===== config.mk =====
export PLATFORM = sky130hd
export DESIGN_NAME = fetch_stage
export DESIGN_NICKNAME = d
export VERILOG_FILES = /design/src/rtl/fetch_stage.sv
export SDC_FILE = /design/constraint.sdc
export NUM_CORES = 1
export LEC_CHECK = 0
export BUFFER_PORTS_ARGS = -buffer_cell sky130_fd_sc_hd__buf_2
export CORE_AREA = 2 2 87 89
export CTS_CLUSTER_DIAMETER = 30
export DETAILED_ROUTE_END_ITERATION = 16
export DIE_AREA = 0 0 89 91
export GPL_ROUTABILITY_DRIVEN = 0
export PLACE_DENSITY = 0.85
export SETUP_SLACK_MARGIN = 0.05
export SYNTH_ARGS = -nofsm -noshare
export SYNTH_HDL_FRONTEND = slang
export SYNTH_SLANG_ARGS = --single-unit
export TNS_END_PERCENT = 20

===== constraint.sdc =====
create_clock -name clk -period 1.95 [get_ports clk]
set_clock_uncertainty 0.1 [all_clocks]
set_input_delay 0.39 -clock clk [delete_from_list [all_inputs] [get_ports clk]]
set_output_delay 0.39 -clock clk [all_outputs]
set_load 0.005 [all_outputs]

===== src/rtl/fetch_stage.sv =====
// Instruction-fetch stage: owns the PC, addresses instruction memory and
// assembles one- and two-word instructions into the IF/ID buffer.
module fetch_stage #(
  parameter int            AW     = 16,
  parameter logic [AW-1:0] RST_PC = '0
) (
  input  logic          clk,
  input  logic          rst,
  output logic [AW-1:0] im_addr,
  input  logic [15:0]   im_data,
  input  logic          stall,
  input  logic          flush,
  input  logic          redirect_valid,
  input  logic [AW-1:0] redirect_pc,
  output logic          ifid_valid,
  output logic [15:0]   ifid_instr,
  output logic [15:0]   ifid_imm,
  output logic [AW-1:0] ifid_pc_next
);

  // state | meaning
  // WORD1 | fetching an opcode word
  // WORD2 | opcode parked in first_word, fetching its immediate word
  typedef enum logic {WORD1 = 1'b0, WORD2 = 1'b1} state_t;

  state_t        state;
  logic [AW-1:0] pc;
  logic [AW-1:0] pc_inc;
  logic [15:0]   first_word;

  assign im_addr = pc;
  assign pc_inc  = pc + AW'(1);

  always_ff @(posedge clk or negedge rst) begin
    if (!rst) begin
      state        <= WORD1;
      pc           <= RST_PC;
      first_word   <= '0;
      ifid_valid   <= 1'b0;
      ifid_instr   <= '0;
      ifid_imm     <= '0;
      ifid_pc_next <= '0;
    end else if (redirect_valid) begin
      // A redirect wins over stall and drops any half-assembled instruction.
      state        <= WORD1;
      pc           <= redirect_pc;
      first_word   <= '0;
      ifid_valid   <= 1'b0;
      ifid_instr   <= '0;
      ifid_imm     <= '0;
      ifid_pc_next <= '0;
    end else if (!stall || flush) begin
      pc           <= pc_inc;
      ifid_valid   <= 1'b0;
      ifid_instr   <= '0;
      ifid_imm     <= '0;
      ifid_pc_next <= '0;
      // Flush only bubbles the buffer; the fetch itself still advances.
      case (state)
        WORD1: begin
          if (im_data[15]) begin
            first_word <= im_data;
            state      <= WORD2;
          end else if (!flush) begin
            ifid_valid   <= 1'b1;
            ifid_instr   <= im_data;
            ifid_pc_next <= pc_inc;
          end
        end
        WORD2: begin
          state <= WORD1;
          if (!flush) begin
            ifid_valid   <= 1'b1;
            ifid_instr   <= first_word;
            ifid_imm     <= im_data;
            ifid_pc_next <= pc_inc;
          end
        end
        default: state <= WORD1;
      endcase
    end
  end

endmodule


==> impl_metrics.ini <==
[clock_network]
cts_tree = yes
clock_sinks = 82
numCtsBuffers = 9
clk_latency_ns = 0.35
cts-root-buf = clkbuf_8
h-tree-depth = 3
path_clk_slew_ns = 0.09
cts_buffer_depth = 2

[cells_and_area]
nNetsFinal = 500
finalInstanceArea_um2 = 4630
antenna_cells = 0
areaGrowthSynthToFinish_pct = 26.7
multi_input_area_um2 = 1490
final_core_util_pct = 64.8
seq_area_um2 = 2050
layout-drive-gt1-share_pct = 32.6
fillCellCount = 596

[synth]
synth.avg_cell_area_um2 = 10.4
yosysTopAreaCellShare_pct = 56.2
synth_nets = 390
synth_ff_type = dfrtp_1
synth_largest_area_cell = dfrtp_1
ys_top_cells_by_count = dfrtp_1 (82), nand2_1 (54), o21ai_0 (39), a22o_1 (31), clkbuf_1 (21)
synth_edf_count = 0
synth_warnings = 0
syn_inst = 352
netlist_area_um2 = 3650
ys_ff_latch = 82
synth_most_common_cell = dfrtp_1
synth_seq_area_share_pct = 56.2
synthTopCellsByArea = dfrtp_1 (56%), a22o_1 (7.4%), nand2_1 (5.5%), o21ai_0 (5.3%), xnor2_1 (3.6%)
ys_types = 36
async_flop_share_pct = 100

[routing]
first_pass_iters = 4
avgViaCountPerCell = 5.74
finalWirelength_um = 9310
drc = 0
postRouteAntennaNets = 0
drtIter0Drc = 234
wl_per_cell_um = 16.5
via_count = 3242

[die]
die_area_um2 = 8100
coreArea_um2 = 7140
chipWidth_um = 89
die_h_um = 91
top_level_ports = 102
rows = 31
start_util_pct = 51.2

[placed_design]
placed_area_um2 = 4380
dp_hpwl_um = 6650
pre_cts_ws_ns = -0.132
port_buffers = 101

[critical_path]
crit_arrival_ns = 1.99
worst_r2r_startpoint = im_addr[1]
worstPathRequired_ns = 2.13
startpoint_type = flip-flop
r2r-end = im_addr[14]
crit_type = reg2reg
crit_path_end = im_addr[14]
cp_max_fo = 4
cp-end-kind = flip-flop
ff2ff_setup_slack_ns = 0.14
r2r.worst_path.cells = 5
worstSetupStartpoint = im_addr[1]

[timing]
max_slew_margin_pct = 50.0
rsz0062_at_grt = yes
finalHoldViolations = 0
maxSlewViolCount = 0
period_minus_slack_ns = 1.81
setup_ws_ns = 0.135
whs_ns = 0.148
tightest_slew_ns = 0.750
period_share_pct = 93.1
fmax_ghz = 0.551
finalSetupViolCount = 0

[pwr]
peakVddDrop_v = 0.000422
powerDensity_nw_per_um2 = 814
leakage_uw = 0.00227

[outcome]
status = complete, no violations

[global_routing]
grt_pass1_vias = 3147
grt_pass1_wl_um = 15400
antenna_found_initial = 0
grt-ovfl-total = 0
grt_usage_pct = 24.3
grt_max_degree = 48

[job]
cap_violations = 0

[min_path]
worstHoldPathType = in2reg
[layout by cell type (no fill, tap or decap), types with 6 or more instances in the layout]
master    netlist  final
a22o_1         31     31
a22oi_1        16     16
buf_2           8    100
buf_4           0     27
clkbuf_8        0     10
dfrtp_1        82     80
nand2_1        54     54
nand3_1        10     10
nor2_1         11     10
nor4_1          6      6
o21ai_0        39     39
xnor2_1        15     15
xor2_1          7      7
[how the worst min path moves through the flow]
stage / from / end / slack [ns] / cells after the start
4_1_cts: redirect_pc[3] / im_addr[3] / 0.13 / 3
3_3_place_gp: rst / im_addr[2] / 0.33 / 1
5_1_grt: redirect_pc[3] / im_addr[3] / 0.15 / 3
2_1_floorplan: rst / first_word[0] / -0.006 / 0
6_report: redirect_pc[3] / im_addr[3] / 0.15 / 3
3_5_place_dp: rst / im_addr[9] / 0.34 / 1
[metrics by stage]
| step | TNS [ns] | instances | power [uW] |
|---|---|---|---|
| 3_3_place_gp | -0.205 | 549 | 2390 |
| 5_1_grt | 0 | 565 | 3910 |
| 2_1_floorplan | 0 | 352 | 2140 |
| 3_5_place_dp | -1.79 | 549 | 2410 |
| 4_1_cts | 0 | 565 | 3780 |
| 6_report | 0 | 565 | 3770 |
[logic make-up after synthesis]
kind of cell	count (synthesis)	synth area share (%)
xor+xnor	22	5.28
flops	82	56.2
fa+ha+maj	1	0.343
compound gates	100	18.7
mux	1	0.274
buf+inv	32	3.77
simple gates	114	15.4
[layout make-up]
type	instances	area share (%)
repair buffers	129	15.8
clock inverters	5	1.87
inverters	2	0.162
well taps	99	2.68
multi-input cells	238	32.1
clock buffers	10	2.97
flip-flops and latches	82	44.4
[sequential cells by signal, indices dropped and copies added, names as in the netlist]
name and cells:
first_word 16, ifid_imm 16, ifid_instr 16, ifid_pc_next 16, ifid_valid 1, im_addr 16
state 1
[what timing repair did]
action | in CTS | in global routing
hold endpoints to repair | 46 | 0
resized for setup | 1 | 4
hold buffers | 1 | 0
buffers inserted | 0 | 0
endpoints found under the setup margin | 15 | 7
[critical path, cell delays in order, from the launching register on]
cell	delay (ns)
dfrtp_1	0.39
ha_1	0.18
nand2_1	0.09
or3_4	0.42
or4_1	0.48
nand3_1	0.10
[where the power goes]
group / internal (uW) / total (uW) / switching (uW)
Clock: 759 / 1380 / 626
Sequential: 1780 / 1860 / 80.5
Combinational: 230 / 518 / 288
Total: 2770 / 3770 / 994
[metal layers]
layer	global-route usage, %	wire length [um]	vias up	share of wire, %
li1	-	-	1477	-
met1	35.7	4050	1594	43
met2	36.5	4420	146	47
met3	4.09	619	25	6.6
met4	8.71	223	0	2.4
met5	0	0	-	0
(Power assumes the default switching activity.)
